===== src/rtl/me_protocol_monitor.sv =====
// Start/completed handshake monitor for the motion-estimation engine: tracks each
// search, measures latency, enforces a timeout and reports protocol errors.
module me_protocol_monitor #(
  parameter int DIST_W  = 8,
  parameter int MV_W    = 4,
  parameter int MV_MIN  = -8,
  parameter int MV_MAX  = 7,
  parameter int TIMEOUT = 4096,
  parameter int LAT_W   = 16,
  parameter int CNT_W   = 16
) (
  input  logic              clock,
  input  logic              reset,
  input  logic              start,
  input  logic              completed,
  input  logic [DIST_W-1:0] BestDist,
  input  logic [MV_W-1:0]   motionX,
  input  logic [MV_W-1:0]   motionY,
  input  logic              clear_errors,
  output logic              busy,
  output logic [4:0]        err_flags,
  output logic [CNT_W-1:0]  err_count,
  output logic              irq,
  output logic [CNT_W-1:0]  search_count,
  output logic [LAT_W-1:0]  last_latency,
  output logic [LAT_W-1:0]  max_latency
);

  typedef enum logic [1:0] {ST_IDLE, ST_BUSY, ST_DONE} state_t;

  localparam logic signed [MV_W-1:0] LP_MV_MIN  = MV_MIN[MV_W-1:0];
  localparam logic signed [MV_W-1:0] LP_MV_MAX  = MV_MAX[MV_W-1:0];
  localparam logic [LAT_W-1:0]       LP_TIMEOUT = TIMEOUT[LAT_W-1:0];

  state_t              r_state, w_state_nxt;
  logic [LAT_W-1:0]    r_lat, w_lat_nxt;
  logic                r_prev_cmp;
  logic [DIST_W-1:0]   r_cap_dist;
  logic [MV_W-1:0]     r_cap_mx;
  logic [MV_W-1:0]     r_cap_my;
  logic [4:0]          r_flags;
  logic [CNT_W-1:0]    r_err_cnt;
  logic                r_irq;
  logic [CNT_W-1:0]    r_search_cnt;
  logic [LAT_W-1:0]    r_last_lat;
  logic [LAT_W-1:0]    r_max_lat;

  logic                w_accept;
  logic                w_mv_bad;
  logic                w_unstable;
  logic [4:0]          w_err;
  logic                w_any_err;

  always_comb begin
    w_accept   = (r_state == ST_BUSY) && completed && !start;
    w_mv_bad   = ($signed(motionX) < LP_MV_MIN) || ($signed(motionX) > LP_MV_MAX) ||
                 ($signed(motionY) < LP_MV_MIN) || ($signed(motionY) > LP_MV_MAX);
    w_unstable = (BestDist != r_cap_dist) || (motionX != r_cap_mx) || (motionY != r_cap_my);

    w_err      = '0;
    w_err[0]   = start && completed;
    w_err[1]   = (r_state == ST_BUSY) && (r_lat == LP_TIMEOUT) && !completed;
    w_err[2]   = w_accept && w_mv_bad;
    w_err[3]   = (r_state == ST_DONE) && completed && w_unstable;
    w_err[4]   = (r_state == ST_IDLE) && completed && !r_prev_cmp;
    w_any_err  = |w_err;
  end

  always_comb begin
    w_state_nxt = r_state;
    w_lat_nxt   = r_lat;
    case (r_state)
      ST_IDLE: begin
        if (start) begin
          w_state_nxt = ST_BUSY;
          w_lat_nxt   = LAT_W'(1);
        end
      end
      ST_BUSY: begin
        // Acceptance is checked first so a completion in cycle TIMEOUT is not a timeout.
        if (w_accept) begin
          w_state_nxt = ST_DONE;
        end else if (w_err[1]) begin
          w_state_nxt = ST_IDLE;
        end else if (r_lat != '1) begin
          w_lat_nxt = r_lat + LAT_W'(1);
        end
      end
      ST_DONE: begin
        if (start) begin
          w_state_nxt = ST_BUSY;
          w_lat_nxt   = LAT_W'(1);
        end else if (!completed) begin
          w_state_nxt = ST_IDLE;
        end
      end
      default: w_state_nxt = ST_IDLE;
    endcase
  end

  always_ff @(posedge clock or posedge reset) begin
    if (reset) begin
      r_state      <= ST_IDLE;
      r_lat        <= '0;
      r_prev_cmp   <= 1'b0;
      r_cap_dist   <= '0;
      r_cap_mx     <= '0;
      r_cap_my     <= '0;
      r_flags      <= '0;
      r_err_cnt    <= '0;
      r_irq        <= 1'b0;
      r_search_cnt <= '0;
      r_last_lat   <= '0;
      r_max_lat    <= '0;
    end else begin
      r_state    <= w_state_nxt;
      r_lat      <= w_lat_nxt;
      r_prev_cmp <= completed;
      r_irq      <= w_any_err;

      // A detection in the clearing cycle survives the clear.
      if (clear_errors) begin
        r_flags   <= w_err;
        r_err_cnt <= CNT_W'(w_any_err);
      end else begin
        r_flags <= r_flags | w_err;
        if (w_any_err && (r_err_cnt != '1)) begin
          r_err_cnt <= r_err_cnt + CNT_W'(1);
        end
      end

      if (w_accept) begin
        r_cap_dist <= BestDist;
        r_cap_mx   <= motionX;
        r_cap_my   <= motionY;
        r_last_lat <= r_lat;
        if (r_lat > r_max_lat) begin
          r_max_lat <= r_lat;
        end
        if (r_search_cnt != '1) begin
          r_search_cnt <= r_search_cnt + CNT_W'(1);
        end
      end
    end
  end

  assign busy         = (r_state == ST_BUSY);
  assign err_flags    = r_flags;
  assign err_count    = r_err_cnt;
  assign irq          = r_irq;
  assign search_count = r_search_cnt;
  assign last_latency = r_last_lat;
  assign max_latency  = r_max_lat;

endmodule


===== config.mk =====
export PLATFORM = sky130hd
export DESIGN_NAME = me_protocol_monitor
export DESIGN_NICKNAME = d
export VERILOG_FILES = /design/src/rtl/me_protocol_monitor.sv
export SDC_FILE = /design/constraint.sdc
export NUM_CORES = 1
export LEC_CHECK = 0
export BUFFER_PORTS_ARGS = -buffer_cell sky130_fd_sc_hd__buf_2
export CORE_MARGIN = 5
export CORE_UTILIZATION = 45
export CTS_CLUSTER_SIZE = 12
export DETAILED_ROUTE_END_ITERATION = 10
export HOLD_SLACK_MARGIN = 0.12
export PLACE_DENSITY = 0.66
export SYNTH_ARGS = -nofsm -noshare
export SYNTH_HDL_FRONTEND = slang
export SYNTH_SLANG_ARGS = --single-unit
export TNS_END_PERCENT = 50

===== constraint.sdc =====
create_clock -name clock -period 4.46 [get_ports clock]
set_input_delay 0.223 -clock clock [delete_from_list [all_inputs] [get_ports clock]]
set_output_delay 0.223 -clock clock [all_outputs]
set_load 0.1 [all_outputs]

==> results of run 1 <==
[how the worst min path moves through the flow]
stage | cells past startpoint | startpoint | to | slack [ns]
after floorplan | 0 | completed | r_prev_cmp | 0.25
after global placement | 2 | reset | search_count[3] | 0.41
after detailed placement | 2 | reset | r_cap_dist[1] | 0.41
after CTS | 2 | BestDist[1] | r_cap_dist[1] | 0.12
after global routing | 2 | motionY[0] | r_cap_my[0] | 0.12
final | 2 | BestDist[6] | r_cap_dist[6] | 0.13
[power breakdown]
group | leakage [nW] | internal, mW | switching, mW
sequential | 1.39 | 1.07 | 0.113
combinational | 1.49 | 0.245 | 0.708
clock | 0.133 | 0.381 | 0.364
[repair_timing]
action                                 4_1_cts  5_1_grt
gates resized for setup                      0        0
endpoints found under the hold margin       62        0
hold buffers                                 2        0
[per-stage QoR]
step / worst slack [ns] / hold WS [ns] / cell area (µm²) / total power, mW / instances
global placement: 1.49 / 0.409 / 5900 / 2.14 / 708
detailed placement: 1.40 / 0.407 / 5900 / 2.16 / 708
floorplan: 1.48 / 0.254 / 5330 / 1.97 / 489
global route: 1.25 / 0.123 / 6200 / 3.02 / 726
finish: 1.46 / 0.127 / 6200 / 2.88 / 726
CTS: 1.37 / 0.121 / 6200 / 2.92 / 726
[routing by layer]
metal / vias up / global-route usage [%]
met5: - / 0
li1: 1929 / -
met1: 1967 / 23.3
met3: 11 / 3.36
met4: 0 / 6.15
met2: 101 / 29.0
[sequential cells by signal, summed over array words and instances (netlist names)]
register      count
search_count     16
err_flags         5
r_prev_cmp        1
r_lat            16
irq               1
r_cap_my          4
err_count        16
r_cap_dist        8
r_cap_mx          4
r_state           2
last_latency     16
max_latency      16
[critical path, delay by kind of cell, from the launching register on]
kind | cells | cell delay (ns)
AOI/OAI and AO/OA | 2 | 1.11
DFF | 1 | 0.47
muxes | 1 | 0.42
and+or+nand+nor | 2 | 0.88
[synth_stat cells, types with 5 or more instances]
cell type    n
nand2_1     29
a21oi_1     18
inv_1       33
mux2_2      48
a21o_1       8
and2_1       5
xor2_1      12
ha_1        20
nor2b_1      8
o31ai_1      5
xnor2_1     27
nor3_1      12
buf_2        5
dfrtp_1    105
nand4_1     20
and3_1       7
or4_1       10
nand3_1     15
and4_1       5
nor2_1      24
o21ai_0     13
clkbuf_1     8
[area by class of cell]
cell class,instances,area share [%]
repair buffers,94,7.79
well taps,143,2.89
clock inverters,6,0.707
clock buffers,10,3.70
multi-input cells,335,40.5
inverters,33,2.04
flip-flops and latches,105,42.4
[cells by family after synthesis]
kind of cell	Yosys count	share of synthesized area (%)
XOR/XNOR	39	6.41
AND/OR/NAND/NOR	162	17.0
adder cells (fa/ha/maj)	20	4.69
AO/OA/AOI/OAI	64	8.28
multiplexers	50	10.5
buffers and inverters	49	3.78
flip-flops	105	49.3
==> flow_metrics.env, run 1 <==
export IMPL_post_route_util_pct=53.8
export IMPL_synth_nets=530
export IMPL_ant_nets=0
export IMPL_clkSlewWorstSetupHoldPaths_ns=0.07
export IMPL_end_kind="register"
export IMPL_maxUsedRoutingLayer="met4"
export IMPL_post_drt_wl_per_cell_um=16.6
export IMPL_floorplan_initialDensity_pct=46.3
export IMPL_final_common_cell="dfrtp_1"
export IMPL_num_antenna_cells=0
export IMPL_fp_dieH_um=119
export IMPL_drt_wl_total_um=12000
export IMPL_root_buffer="clkbuf_16"
export IMPL_path_class="reg -> reg"
export IMPL_rows=39
export IMPL_p_per_area_nw_per_um2=465
export IMPL_ys_flop_type="dfrtp_1"
export IMPL_synth_largest_area_cell="dfrtp_1"
export IMPL_die_w_um=119
export IMPL_async_flop_share_pct=100
export IMPL_endpoint="max_latency[3]"
export IMPL_cp_max_fo=30
export IMPL_rrSetupSlack_ns=1.46
export IMPL_synthTopCellsByArea="dfrtp_1, mux2_2, ha_1"
export IMPL_period_needed_ns=3.00
export IMPL_clkLatencyLatePin_ns=0.35
export IMPL_cts_max_level=3
export IMPL_firstDrtPassIters=5
export IMPL_die_area_um2=14100
export IMPL_fillers=1023
export IMPL_clockBufferDepth=2
export IMPL_fin_crit_sh_pct=67.3
export IMPL_io_buffers=91
export IMPL_met1_length_um=5330
export IMPL_slowest_stage="a31oi_2"
export IMPL_skew_ns=0.00697
export IMPL_antenna_found_initial=0
export IMPL_synth_distinct_cells=54
export IMPL_worst_pin_slew_ns=1.15
export IMPL_syn_inst=489
export IMPL_synth_edff_count=0
export IMPL_via_count=4008
export IMPL_synth_top_cell_area_share_pct=49.3
export IMPL_yosysWarnings=0
export IMPL_wl_met3_um=604
export IMPL_clock_fmax_mhz=333
export IMPL_drive_gt1_share_pct=29.0
export IMPL_synth_area_per_cell_um2=10.9
export IMPL_grt_max_degree=63
export IMPL_boundaryPins=92
export IMPL_seqCellArea_um2=2630
export IMPL_drc=0
export IMPL_tns_ns=0
export IMPL_drv_slew=0
export IMPL_cap_violations=0
export IMPL_overflow=0
export IMPL_gp_congestion=0.852
export IMPL_hold_viol_final=0
export IMPL_worstPathCellList="nand2b_2, or2_2, a21o_1, a31oi_2, mux2_2"
export IMPL_area_growth_pct=16.2
export IMPL_clock_sinks=105
export IMPL_syn_cell_area_um2=5330
export IMPL_via_per_inst=5.52
export IMPL_drtIter0Drc=230
export IMPL_ys_seq_area_share_pct=49.3
export IMPL_place_hpwl_um=8600
export IMPL_cts_buffers=9
export IMPL_slowest_delay_ns=0.85
export IMPL_r2r_start="r_state[1]"
export IMPL_p_leak_nw=3.01
export IMPL_synth_seq_cells=105
export IMPL_max_slew_margin_pct=23.1
export IMPL_core_um2=11500
export IMPL_worstPathRequired_ns=4.70
export IMPL_track_usage_pct=17.6
export IMPL_status="finished, final reports clean"
export IMPL_multi_input_area_um2=2510
export IMPL_critPathLaunchType="register"
export IMPL_first_global_vias=4002
export IMPL_r2r_cells=5
export IMPL_crit_arrival_ns=3.24
export IMPL_worst_hold_path_type="in -> reg"
export IMPL_max_vdd_ir_drop_mv=0.225
export IMPL_worstReg2RegEnd="max_latency[3]"
export IMPL_crit_start="r_state[1]"
export IMPL_nets=619
export IMPL_rsz0062_at_grt="no"
export IMPL_grt_pass1_wl_um=20300
export IMPL_cts_tree="built"
export IMPL_setup_viol=0
export IMPL_route_met2_wl_um=5920
export IMPL_final_cell_mix="dfrtp_1, buf_2, mux2_2"
export IMPL_post_cts_repair_setup_buffers=0
Note: power is estimated with default switching activity, not from simulation.
==> inputs of run 2 (changes only) <==
- PLACE_DENSITY: 0.66 -> 0.69
- clock period: 4.46 -> 2.4 ns (I/O delays scaled with it)
==> run 2 against run 1 <==
Against the previous run:
- die area did not move
- setup slack got worse by 1.4 ns
- fmax rose by 30%
- power rose by 94%
- sequential power rose by 84%
- sequential cell count did not move
- sequential share of layout area fell by 3.5 points
- final cell count rose by 8.0%
- critical path depth rose by 3
- register-to-register slack got worse by 1.4 ns
- combinational power rose by 100%
- clock skew rose by 0.0032 ns
- highest routed layer unchanged
==> flow_metrics.env, run 2 (synthesis results as in run 1) <==
export IMPL_preCtsSetupSlack_ns=0.0295
export IMPL_num_antenna_cells=0
export IMPL_die_area_um2=14100
export IMPL_antenna_found_initial=0
export IMPL_max_slew_margin_pct=56.0
export IMPL_die_w_um=119
export IMPL_p_int_mw=3.41
export IMPL_final_common_cell="dfrtp_1"
export IMPL_rsz0062_at_grt="yes"
export IMPL_setup_viol=0
export IMPL_drive_gt1_share_pct=32.9
export IMPL_worstPathRequired_ns=2.68
export IMPL_final_cell_mix="dfrtp_1, buf_2, mux2_2"
export IMPL_r2r_start="r_lat[1]"
export IMPL_floorplan_initialDensity_pct=46.3
export IMPL_comb_power_share_pct=34.4
export IMPL_rows=39
export IMPL_end_kind="register"
export IMPL_via_count=4203
export IMPL_status="finished, final reports clean"
export IMPL_place_hpwl_um=9130
export IMPL_grt_pass1_wl_um=21400
export IMPL_power_total_mw=5.59
export IMPL_clock_fmax_mhz=432
export IMPL_fp_dieH_um=119
export IMPL_clock_sinks=105
export IMPL_gp_congestion=0.896
export IMPL_boundaryPins=92
export IMPL_path_class="reg -> reg"
export IMPL_drv_slew=0
export IMPL_critPathLaunchType="register"
export IMPL_fin_crit_sh_pct=96.4
export IMPL_worstHoldStart="clear_errors"
export IMPL_power_share_clock_pct=26.7
export IMPL_drtIter0Drc=291
export IMPL_rrSetupSlack_ns=0.09
export IMPL_p_per_area_nw_per_um2=828
export IMPL_worst_pin_slew_ns=0.659
export IMPL_cts_tree="built"
export IMPL_cts_buffers=9
export IMPL_cts_max_level=3
export IMPL_cp_max_fo=5
export IMPL_tns_ns=0
export IMPL_track_usage_pct=18.6
export IMPL_overflow=0
export IMPL_grt_max_degree=50
export IMPL_met1_length_um=5460
export IMPL_ant_nets=0
export IMPL_first_global_vias=4308
export IMPL_root_buffer="clkbuf_16"
export IMPL_route_met2_wl_um=6430
export IMPL_timing_final_ws_setup_ns=0.0858
export IMPL_min_to="err_flags[2]"
export IMPL_worst_hold_path_type="in -> reg"
export IMPL_skew_ns=0.0102
export IMPL_io_buffers=91
export IMPL_worstReg2RegEnd="r_lat[15]"
export IMPL_area_growth_pct=26.6
export IMPL_post_drt_wl_per_cell_um=16.2
export IMPL_core_um2=11500
export IMPL_switchingPower_mw=2.18
export IMPL_crit_arrival_ns=2.60
export IMPL_p_leak_nw=3.31
export IMPL_clkLatencyLatePin_ns=0.35
export IMPL_maxUsedRoutingLayer="met4"
export IMPL_drt_wl_total_um=12700
export IMPL_nets=678
export IMPL_max_vdd_ir_drop_mv=0.577
export IMPL_hold_path_depth=2
export IMPL_drc=0
export IMPL_clockBufferDepth=2
export IMPL_wl_met3_um=538
export IMPL_firstDrtPassIters=4
export IMPL_via_per_inst=5.36
export IMPL_cap_violations=0
export IMPL_period_needed_ns=2.31
export IMPL_clkSlewWorstSetupHoldPaths_ns=0.07
export IMPL_hold_viol_final=0
export IMPL_netSwitchingFraction_pct=39.0
export IMPL_pwr_share_seq_pct=38.9
export IMPL_r2r_cells=8
## run 2: cell types whose count changed in the layout (fill, tap and decap cells not counted), sizes merged, moves of 2 or more
cell         previous run  this run
dlygate4sd3             2        19
clkbuf                 10        13
clkinv                  4         0
buf                    92       134
inv                    34        32
## run 2: metal layers
| layer | vias to the layer above | GRT usage [%] |
|---|---|---|
| met2 | 100 | 31.7 |
| met4 | 0 | 7.53 |
| met3 | 18 | 3.51 |
| met1 | 2045 | 23.3 |
| met5 | - | 0 |
| li1 | 2040 | - |
## run 2: critical path, stage by stage (launching register included)
cell	delay (ns)
dfrtp_1	0.42
inv_1	0.10
ha_1	0.19
nor4b_1	0.13
and3_2	0.24
a221oi_4	0.37
nand2_1	0.19
or4_1	0.51
nand2_1	0.10
## run 2: power by group through the flow
stage | combinational, mW | sequential, mW | clock, mW
after detailed placement | 1.89 | 2.20 | 0
after CTS | 1.92 | 2.17 | 1.53
final | 1.92 | 2.17 | 1.49
after global placement | 1.87 | 2.19 | 0
after floorplan | 0.657 | 3.00 | 0
after global routing | 2.07 | 2.21 | 1.60
## run 2: metrics by stage
| stage | hold slack, ns | util (%) | area (µm²) | instances |
|---|---|---|---|---|
| final | 0.238 | 58.6 | 6750 | 784 |
| after CTS | 0.230 | 58.0 | 6680 | 778 |
| after global placement | 0.236 | 53.7 | 6190 | 744 |
| after global routing | 0.270 | 58.6 | 6750 | 784 |
| after detailed placement | 0.245 | 53.7 | 6190 | 744 |
| after floorplan | 0.151 | - | 5340 | 489 |
## run 2: layout make-up
| cell class | instances | area [µm²] |
|---|---|---|
| inverters | 33 | 128 |
| flip-flops and latches | 105 | 2630 |
| fillers | 993 | 4760 |
| well taps | 143 | 179 |
| clock buffers | 13 | 260 |
| repair buffers | 153 | 985 |
| multi-input cells | 335 | 2530 |
| clock inverters | 2 | 37.5 |
## run 2: worst max-delay path by stage
stage               startpoint              to  slack, ns  cells after the start
6_report              r_lat[1]       r_lat[15]       0.09                      8
3_3_place_gp          r_lat[8]   err_count[14]       0.09                      7
4_1_cts               r_lat[8]   err_count[14]       0.02                      7
5_1_grt               r_lat[1]       r_lat[15]      -0.03                      8
2_1_floorplan  max_latency[13]  max_latency[0]      -0.48                      8
3_5_place_dp          r_lat[8]   err_count[14]       0.03                      7
## run 2: what timing repair did
| item | CTS | global route |
|---|---|---|
| hold buffers | 19 | 0 |
| gates resized for setup | 0 | 5 |
| hold endpoints to repair | 46 | 0 |
| setup buffers | 0 | 6 |
| endpoints found under the setup margin | 0 | 22 |
==> inputs of run 3 (changes only) <==
- ABC_CLOCK_PERIOD_IN_PS: unset -> 2400
- BUFFER_PORTS_ARGS: -buffer_cell sky130_fd_sc_hd__buf_2 -> unset
- DONT_BUFFER_PORTS: unset -> 1
- PLACE_DENSITY: 0.69 -> unset
==> run 3 against run 2 <==
Against the previous run:
- setup slack gained 0.083 ns
- sequential cell count stayed put
- worst hold slack worse by 0.050 ns
- sequential power up 6%
- fmax up 3.7%
- clock skew down 0.0012 ns
- register-to-register slack gained 0.08 ns
- critical path depth is the same
- largest cell class unchanged
- critical path type unchanged
- cell area decreased by 0.28%
==> flow_metrics.env, run 3 (synthesis results as in run 1) <==
export IMPL_skew_ns=0.00898
export IMPL_overflow=0
export IMPL_critPathLaunchType="register"
export IMPL_end_kind="register"
export IMPL_status="finished, final reports clean"
export IMPL_die_w_um=119
export IMPL_boundaryPins=92
export IMPL_p_leak_nw=3.15
export IMPL_setup_viol=0
export IMPL_clkSlewWorstSetupHoldPaths_ns=0.07
export IMPL_clock_sinks=105
export IMPL_worst_pin_slew_ns=0.990
export IMPL_drv_slew=0
export IMPL_post_drt_wl_per_cell_um=17.4
export IMPL_period_needed_ns=2.23
export IMPL_crit_start="r_lat[1]"
export IMPL_clock_fmax_mhz=448
export IMPL_drive_gt1_share_pct=28.7
export IMPL_final_cell_mix="dfrtp_1, buf_4, mux2_2"
export IMPL_min_to="err_flags[1]"
export IMPL_path_class="reg -> reg"
export IMPL_via_count=4053
export IMPL_core_um2=11500
export IMPL_post_cts_repair_setup_buffers=0
export IMPL_cts_tree="built"
export IMPL_drtIter0Drc=350
export IMPL_hold_viol_final=0
export IMPL_io_buffers=0
export IMPL_hold_path_depth=4
export IMPL_worst_hold_path_type="in -> reg"
export IMPL_rows=39
export IMPL_cap_violations=0
export IMPL_r2r_cells=8
export IMPL_p_per_area_nw_per_um2=856
export IMPL_track_usage_pct=19.0
export IMPL_clockBufferDepth=2
export IMPL_grt_max_degree=106
export IMPL_multi_input_area_um2=2550
export IMPL_post_route_util_pct=58.5
export IMPL_max_vdd_ir_drop_mv=0.468
export IMPL_clkLatencyLatePin_ns=0.36
export IMPL_max_slew_margin_pct=33.8
export IMPL_antenna_found_initial=0
export IMPL_area_growth_pct=26.3
export IMPL_cts_max_level=3
export IMPL_floorplan_initialDensity_pct=46.3
export IMPL_fin_crit_sh_pct=93.0
export IMPL_placed_cell_area_um2=6150
export IMPL_ant_nets=0
export IMPL_tns_ns=0
export IMPL_crit_arrival_ns=2.51
export IMPL_num_antenna_cells=0
export IMPL_fp_dieH_um=119
export IMPL_worstHoldStart="completed"
export IMPL_rrSetupSlack_ns=0.17
export IMPL_gp_congestion=0.834
export IMPL_cp_max_fo=9
export IMPL_fin_area_um2=6730
export IMPL_drt_wl_total_um=13000
export IMPL_final_common_cell="dfrtp_1"
export IMPL_grt_pass1_wl_um=21500
export IMPL_fillers=972
export IMPL_root_buffer="clkbuf_16"
export IMPL_die_area_um2=14100
export IMPL_rsz0062_at_grt="no"
export IMPL_drc=0
export IMPL_firstDrtPassIters=4
export IMPL_seqCellArea_um2=2630
export IMPL_r2r_start="r_lat[1]"
export IMPL_cts_buffers=9
export IMPL_worstPathRequired_ns=2.68
export IMPL_nets=636
export IMPL_first_global_vias=4086
export IMPL_via_per_inst=5.45
export IMPL_place_hpwl_um=9080
export IMPL_power_total_mw=5.77
export IMPL_worstReg2RegEnd="r_lat[11]"
## run 3: through the flow
stage                     hold WS [ns]  cells  setup WS [ns]
after detailed placement         0.153    707        0.00345
final                            0.189    743          0.169
after floorplan                  0.151    489         -0.479
after global placement           0.153    707         0.0603
after CTS                        0.185    743       0.000103
after global routing             0.192    743         0.0170
## run 3: power breakdown
part           internal (mW)  switching (mW)  leakage, nW
Sequential              1.98           0.316         1.39
Combinational          0.580            1.22         1.59
Clock                   1.00           0.664        0.169
## run 3: area by class of cell
class                           count  share of cell area [%]
Tap cell                          143                    2.66
Timing Repair Buffer              111                    13.5
Multi-Input combinational cell    335                    37.9
Sequential cell                   105                    39.0
Inverter                           33                    1.90
Clock buffer                       12                    3.96
Clock inverter                      4                    1.10
## run 3: worst max-delay path by stage
stage | slack, ns | end | depth (start not counted)
4_1_cts | 0.0001 | err_count[14] | 8
5_1_grt | 0.02 | err_count[3] | 8
2_1_floorplan | -0.48 | max_latency[0] | 8
3_3_place_gp | 0.06 | err_count[14] | 8
6_report | 0.17 | r_lat[11] | 8
3_5_place_dp | 0.003 | err_count[14] | 8
## run 3: what timing repair did
| item | CTS | global route |
|---|---|---|
| gates resized for setup | 0 | 7 |
| endpoints found under the setup margin | 0 | 14 |
| hold buffers | 20 | 0 |
| hold endpoints to repair | 148 | 0 |
## run 3: critical path: stages, from the launching register on
cell and delay, ns:
dfrtp_1 0.40, inv_1 0.09, ha_1 0.19, nor4b_4 0.13
and3_4 0.19, a221oi_4 0.36, nand3_4 0.18, or4b_1 0.52
o21ai_0 0.08
## run 3: per-layer routing
metal / global-route usage [%] / part of all wire (%) / routed length (µm)
met1: 23.6 / 43 / 5570
met3: 5.21 / 5.2 / 676
met5: 0 / 0 / 0
met2: 31.7 / 50 / 6470
met4: 7.31 / 1.8 / 237
